## src/rtl/alu_pkg.sv

```systemverilog
// Shared types for the sequential ALU: opcode and controller state encodings,
// plus a helper that tells which opcodes write RESULT.
package alu_pkg;

   typedef enum logic [3:0] {
      OP_ADD  = 4'd0,
      OP_ADDC = 4'd1,
      OP_SUB  = 4'd2,
      OP_SUBC = 4'd3,
      OP_CMP  = 4'd4,
      OP_AND  = 4'd5,
      OP_OR   = 4'd6,
      OP_EXOR = 4'd7,
      OP_TEST = 4'd8,
      OP_LSL  = 4'd9,
      OP_LSR  = 4'd10,
      OP_ROL  = 4'd11,
      OP_ROR  = 4'd12,
      OP_ASR  = 4'd13,
      OP_MOV  = 4'd14,
      OP_MUL  = 4'd15
   } alu_op_t;

   typedef enum logic [0:0] {
      ST_IDLE = 1'b0,
      ST_MUL  = 1'b1
   } alu_state_t;

   // CMP and TEST only touch the flags; MUL writes RESULT through its own path.
   function automatic logic op_writes_result(input alu_op_t op);
      logic wr;
      case (op)
         OP_CMP, OP_TEST, OP_MUL: wr = 1'b0;
         default:                 wr = 1'b1;
      endcase
      return wr;
   endfunction

endpackage

```

## src/rtl/alu_mul.sv

```systemverilog
// Shift-add unsigned multiplier: one add/shift step per clock for WIDTH steps.
// The product register holds the accumulator (upper half) and the multiplier shift register (lower half).
module alu_mul
   import alu_pkg::*;
#(
   parameter int WIDTH = 8
) (
   input  logic                 clk,
   input  logic                 rst_n,
   input  logic                 load_i,
   input  logic                 step_i,
   input  logic [WIDTH-1:0]     a_i,
   input  logic [WIDTH-1:0]     b_i,
   output logic                 last_o,
   output logic [2*WIDTH-1:0]   prod_next_o
);

   localparam int CW = $clog2(WIDTH) + 1;

   logic [2*WIDTH-1:0] prod_q, prod_d;
   logic [WIDTH-1:0]   mcand_q, mcand_d;
   logic [CW-1:0]      cnt_q, cnt_d;
   logic [WIDTH:0]     addend_s;
   logic [WIDTH:0]     sum_s;

   assign last_o      = step_i && (cnt_q == CW'(WIDTH - 1));
   assign prod_next_o = prod_d;

   // Next-state for accumulator, multiplier shift register and step counter.
   always_comb begin
      prod_d   = prod_q;
      mcand_d  = mcand_q;
      cnt_d    = cnt_q;
      addend_s = prod_q[0] ? {1'b0, mcand_q} : {(WIDTH+1){1'b0}};
      sum_s    = {1'b0, prod_q[2*WIDTH-1:WIDTH]} + addend_s;
      if (load_i) begin
         prod_d  = {{WIDTH{1'b0}}, b_i};
         mcand_d = a_i;
         cnt_d   = {CW{1'b0}};
      end else if (step_i) begin
         // The carry out of the add lands in the top bit as everything shifts right.
         prod_d = {sum_s, prod_q[WIDTH-1:1]};
         if (last_o) begin
            cnt_d = {CW{1'b0}};
         end else begin
            cnt_d = cnt_q + {{(CW-1){1'b0}}, 1'b1};
         end
      end else begin
         prod_d  = prod_q;
         mcand_d = mcand_q;
         cnt_d   = cnt_q;
      end
   end

   // Multiplier datapath registers.
   always_ff @(posedge clk or negedge rst_n) begin
      if (!rst_n) begin
         prod_q  <= {(2*WIDTH){1'b0}};
         mcand_q <= {WIDTH{1'b0}};
         cnt_q   <= {CW{1'b0}};
      end else begin
         prod_q  <= prod_d;
         mcand_q <= mcand_d;
         cnt_q   <= cnt_d;
      end
   end

endmodule

```

## src/rtl/alu_seq.sv

```systemverilog
// Sequential ALU: single-cycle arithmetic/logic/shift ops with C/Z flag registers
// and a multi-cycle shift-add MUL handled by alu_mul.
module alu_seq
   import alu_pkg::*;
#(
   parameter int WIDTH = 8
) (
   input  logic             CLK,
   input  logic             RST_N,
   input  logic             START,
   input  logic [3:0]       SEL,
   input  logic [WIDTH-1:0] A,
   input  logic [WIDTH-1:0] B,
   input  logic             FLG_CLR,
   output logic [WIDTH-1:0] RESULT,
   output logic [WIDTH-1:0] HI,
   output logic             C,
   output logic             Z,
   output logic             BUSY,
   output logic             DONE
);

   alu_state_t         state_q, state_d;
   logic [WIDTH-1:0]   result_q, result_d;
   logic [WIDTH-1:0]   hi_q, hi_d;
   logic               c_q, c_d;
   logic               z_q, z_d;
   logic               done_q, done_d;

   alu_op_t            op_s;
   logic [WIDTH:0]     alu_ext_s;
   logic               alu_z_s;
   logic               mul_load_s;
   logic               mul_step_s;
   logic               mul_last_s;
   logic [2*WIDTH-1:0] mul_prod_s;

   assign op_s       = alu_op_t'(SEL);
   assign mul_step_s = (state_q == ST_MUL);

   assign RESULT = result_q;
   assign HI     = hi_q;
   assign C      = c_q;
   assign Z      = z_q;
   assign BUSY   = (state_q == ST_MUL);
   assign DONE   = done_q;

   alu_mul #(.WIDTH(WIDTH)) u_mul (
      .clk         (CLK),
      .rst_n       (RST_N),
      .load_i      (mul_load_s),
      .step_i      (mul_step_s),
      .a_i         (A),
      .b_i         (B),
      .last_o      (mul_last_s),
      .prod_next_o (mul_prod_s)
   );

   // Single-cycle datapath: bit WIDTH of the extended result is the new carry/borrow.
   always_comb begin
      alu_ext_s = {1'b0, result_q};
      case (op_s)
         OP_ADD:         alu_ext_s = {1'b0, A} + {1'b0, B};
         OP_ADDC:        alu_ext_s = {1'b0, A} + {1'b0, B} + {{WIDTH{1'b0}}, c_q};
         OP_SUB, OP_CMP: alu_ext_s = {1'b0, A} - {1'b0, B};
         OP_SUBC:        alu_ext_s = {1'b0, A} - {1'b0, B} - {{WIDTH{1'b0}}, c_q};
         OP_AND, OP_TEST: alu_ext_s = {1'b0, A & B};
         OP_OR:          alu_ext_s = {1'b0, A | B};
         OP_EXOR:        alu_ext_s = {1'b0, A ^ B};
         OP_LSL:         alu_ext_s = {A, c_q};
         OP_LSR:         alu_ext_s = {A[0], c_q, A[WIDTH-1:1]};
         OP_ROL:         alu_ext_s = {A[WIDTH-1], A[WIDTH-2:0], A[WIDTH-1]};
         OP_ROR:         alu_ext_s = {A[0], A[0], A[WIDTH-1:1]};
         OP_ASR:         alu_ext_s = {A[0], A[WIDTH-1], A[WIDTH-1:1]};
         OP_MOV:         alu_ext_s = {1'b0, B};
         default:        alu_ext_s = {1'b0, result_q};
      endcase
      alu_z_s = (alu_ext_s[WIDTH-1:0] == {WIDTH{1'b0}});
   end

   // Controller: next state, register updates and DONE pulse.
   always_comb begin
      state_d    = state_q;
      result_d   = result_q;
      hi_d       = hi_q;
      c_d        = c_q;
      z_d        = z_q;
      done_d     = 1'b0;
      mul_load_s = 1'b0;
      case (state_q)
         ST_IDLE: begin
            if (START) begin
               if (op_s == OP_MUL) begin
                  mul_load_s = 1'b1;
                  state_d    = ST_MUL;
               end else begin
                  if (op_writes_result(op_s)) begin
                     result_d = alu_ext_s[WIDTH-1:0];
                  end else begin
                     result_d = result_q;
                  end
                  c_d    = alu_ext_s[WIDTH];
                  z_d    = alu_z_s;
                  done_d = 1'b1;
               end
            end else if (FLG_CLR) begin
               c_d = 1'b0;
               z_d = 1'b0;
            end else begin
               c_d = c_q;
               z_d = z_q;
            end
         end
         ST_MUL: begin
            if (mul_last_s) begin
               result_d = mul_prod_s[WIDTH-1:0];
               hi_d     = mul_prod_s[2*WIDTH-1:WIDTH];
               c_d      = (mul_prod_s[2*WIDTH-1:WIDTH] != {WIDTH{1'b0}});
               z_d      = (mul_prod_s == {(2*WIDTH){1'b0}});
               done_d   = 1'b1;
               state_d  = ST_IDLE;
            end else begin
               state_d  = ST_MUL;
            end
         end
         default: begin
            state_d = ST_IDLE;
         end
      endcase
   end

   // Architectural state registers.
   always_ff @(posedge CLK or negedge RST_N) begin
      if (!RST_N) begin
         state_q  <= ST_IDLE;
         result_q <= {WIDTH{1'b0}};
         hi_q     <= {WIDTH{1'b0}};
         c_q      <= 1'b0;
         z_q      <= 1'b0;
         done_q   <= 1'b0;
      end else begin
         state_q  <= state_d;
         result_q <= result_d;
         hi_q     <= hi_d;
         c_q      <= c_d;
         z_q      <= z_d;
         done_q   <= done_d;
      end
   end

endmodule

```

## config.mk

```make
export PLATFORM = sky130hd
export DESIGN_NAME = alu_seq
export DESIGN_NICKNAME = d
export VERILOG_FILES = /design/src/rtl/alu_pkg.sv /design/src/rtl/alu_mul.sv /design/src/rtl/alu_seq.sv
export SDC_FILE = /design/constraint.sdc
export NUM_CORES = 1
export LEC_CHECK = 0
export ABC_AREA = 1
export CAP_MARGIN = 20
export CORE_AREA = 3 3 102 84
export CTS_BUF_LIST = sky130_fd_sc_hd__clkbuf_2
export DETAILED_ROUTE_END_ITERATION = 7
export DIE_AREA = 0 0 105 87
export MAX_ROUTING_LAYER = met4
export PLACE_DENSITY_LB_ADDON = 0.2
export SYNTH_ARGS = -nofsm -noshare
export SYNTH_HDL_FRONTEND = slang
export SYNTH_SLANG_ARGS = --single-unit
export TNS_END_PERCENT = 50
```

## constraint.sdc

```tcl
create_clock -name CLK -period 6.73 [get_ports CLK]
set_input_delay 1.6825 -clock CLK [delete_from_list [all_inputs] [get_ports CLK]]
set_output_delay 1.6825 -clock CLK [all_outputs]
set_load 0.02 [all_outputs]
```

==> out/qor.yml <==
logic_synthesis:
  synth_edf_count: 0
  ys_seq_area_frac: 0.265
  synth.distinct_cells: 39
  ys.flop_type: "dfrtp_1"
  netlist.area_leader.share: 0.265
  ys_ff_latch: 48
  yosysMostFrequentCell: "nand2_1"
  yosysWarnings: 0
  yosys.area.top_type: "dfrtp_1"
  synthCells: 729
  netlist_top_cells_count: "nand2_1, inv_1, nor2_1, nand3_1, dfrtp_1"
  syn_avg_cell_area_um2: 6.22
  syn_nets: 793
  synthArstFlopShare: 1.00
  syn_area_um2: 4530
  synthTopCellsByArea: "dfrtp_1, nand2_1, ha_1"
sta:
  period_minus_slack_ns: 4.44
  max_freq_mhz: 225
  hold_viol: 0
  setup_violations: 0
  rsz0062_at_grt: "false"
  slew_violations: 0
  tightest_slew_ns: 0.876
  skew_ns: 0.0189
  tns_ns: 0
  fin_crit_sh: 0.660
  fin_ws_ns: 2.29
  relSlewSlack: 0.414
critical_path:
  path_cells: "clkdlybuf4s50_1 > ha_1 > fa_1 > ha_1 > inv_1 > nor2_1 > nand3_1 > nor2_1 > nand3_1 > nand3_1 > nand2_1 > o21ai_1 > o21ai_0 > nand2_1 > o21ai_0"
  slowest_delay_ns: 0.60
  crit_top_cell: "nand3_1"
  slowest_stage: "fa_1"
  crit_path_max_fanout: 5
  crit_required_ns: 7.08
  path_buf_inv: 2
  path_delay_family: "adder cells"
  end_kind: "flop"
  path_class: "input port to flop"
  start_kind: "input port"
  arrival_ns: 4.79
die:
  dieArea_um2: 9140
  die_x_um: 105
  initial_core_util: 0.605
  io_pins: 44
  coreArea_um2: 7500
  chipHeight_um: 87
  num_rows: 28
placed_design:
  gp_congestion: 0.994
  dpl.hpwl_mm: 11.7
  portBuffers: 43
  place_ws_ns: 1.92
power_and_ir_drop:
  power_frac_comb: 0.533
  power.internal_w: 0.000736
  p_seq_frac: 0.350
  p_sw_frac: 0.481
  power.density_nw_per_um2: 278
  clkPwrFrac: 0.117
  p_sw_w: 0.000682
  ir_drop_v: 0.000301
  p_leak_nw: 2.78
detailed_routing:
  avgRoutedWirePerCell_um: 16.9
  wl_mm: 14.8
  drt_iter0_markers: 673
  routed_via_density: 5.72
  ant_nets: 0
  routed.top_layer: "met4"
  wl_met2_mm: 6.26
  route.vias.total: 4985
  dr.pass1.iters: 5
  met1_length_mm: 6.72
  drcViolationCount: 0
  met3WireLength_mm: 1.62
clock_tree:
  cts_buffer_depth: 2
  numCtsBuffers: 5
  clkSlewWorstSetupHoldPaths_ns: 0.27
  cts_sinks: 48
  ctsHoldBuffers: 0
  cts_tree: "done"
  clock-root-buffer: "clkbuf_2"
  clk_latency_ns: 0.45
  post-cts-setup-buffers: 0
  htreeDepth: 2
  cts_resized: 0
cells_and_area:
  drive_above_1_share: 0.0300
  syn_to_final_growth_pct: 12.4
  final_util: 0.680
  nNetsFinal: 830
  antenna_cells: 0
  nFillCells: 715
job:
  timing.max_cap.violations: 0
global_routing:
  grt_pass1_wl_mm: 23.8
  grt_pass1_vias: 4584
  overflow: 0
  grt_antenna_before_repair: 0
  grt_max_degree: 49
  grt_usage: 0.340
hold_path:
  hold_class: "flop to flop"
status:
  run_status: "finished clean"
-- worst paths after layout --
path                       startpoint         endpoint  slack (ns)  cells after the start
hold / removal                  HI[4]            HI[4]        0.52                      2
setup reg to reg                 BUSY                Z        3.69                     11
max in group asynchronous       RST_N        RESULT[3]        5.20                      2
hold reg to reg                 HI[4]            HI[4]        0.52                      2
setup / recovery                 A[0]        RESULT[6]        2.29                     15
min in group asynchronous       RST_N  u_mul.prod_q[2]        1.03                      1
-- cell families (layout without fill, tap and decap cells) --
group                      Yosys count  in the layout  share of synthesized area
AOI/OAI and AO/OA                   90             90                      0.114
xor gates and xnor gates             2              2                    0.00386
adders and majority gates           40             40                      0.115
buffers and inverters              117            155                      0.104
DFF                                 48             48                      0.265
and+or+nand+nor                    432            432                      0.398
-- tightest hold or removal path, stage by stage, from the launching register on --
cell     delay, ns
dfrtp_1       0.41
nand2_1       0.05
nand2_1       0.05
-- registers in the layout (all words and copies together) (netlist names) --
register / flops
DONE: 1
BUSY: 1
u_mul.cnt_q: 4
RESULT: 8
Z: 1
u_mul.mcand_q: 8
u_mul.prod_q: 16
C: 1
HI: 8
-- through the flow --
stage          cell area, um^2  cells  hold slack (ns)  power, W
2_1_floorplan             4530    729            0.453  0.000960
3_3_place_gp              5010    863            0.461   0.00120
3_5_place_dp              5010    863            0.464   0.00124
4_1_cts                   5070    871            0.518   0.00140
5_1_grt                   5090    872            0.555   0.00152
6_report                  5090    872            0.520   0.00142
-- area by class of cell --
type                    count  area (um^2)  area share
repair buffers             44          445      0.0874
clock buffers               5         25.0     0.00491
well taps                 105          131      0.0258
clock inverters             3         42.5     0.00835
flip-flops and latches     48         1200       0.236
inverters                 103          387      0.0759
multi-input cells         564         2860       0.562
-- layout by cell type (no fill, tap or decap), drive strengths merged, types with 3 or more instances in the layout --
cell / synthesis / routed
fa: 3 / 3
nor3: 3 / 3
inv: 103 / 103
nor2: 81 / 81
a31oi: 5 / 5
o211ai: 8 / 8
nand4: 6 / 6
ha: 37 / 37
o22ai: 3 / 3
nand2: 259 / 259
clkdlybuf4s50: 0 / 42
dfrtp: 48 / 48
nand3: 72 / 72
clkbuf: 6 / 5
or2: 6 / 6
o21ai: 39 / 39
a21oi: 23 / 23
o221ai: 5 / 5
-- power groups by stage --
stage               Sequential (W)  Combinational [W]  Clock, W
floorplan                 0.000513           0.000447         0
global placement          0.000490           0.000710         0
detailed placement        0.000498           0.000738         0
CTS                       0.000493           0.000744  0.000163
global route              0.000510           0.000836  0.000175
finish                    0.000497           0.000756  0.000165
-- metal layers --
layer,vias up,GRT usage
met5,-,-
met4,0,0.0691
met3,16,0.0549
met2,279,0.504
met1,2293,0.494
li1,2397,-
No activity file was read; power rests on OpenSTA's default activity.
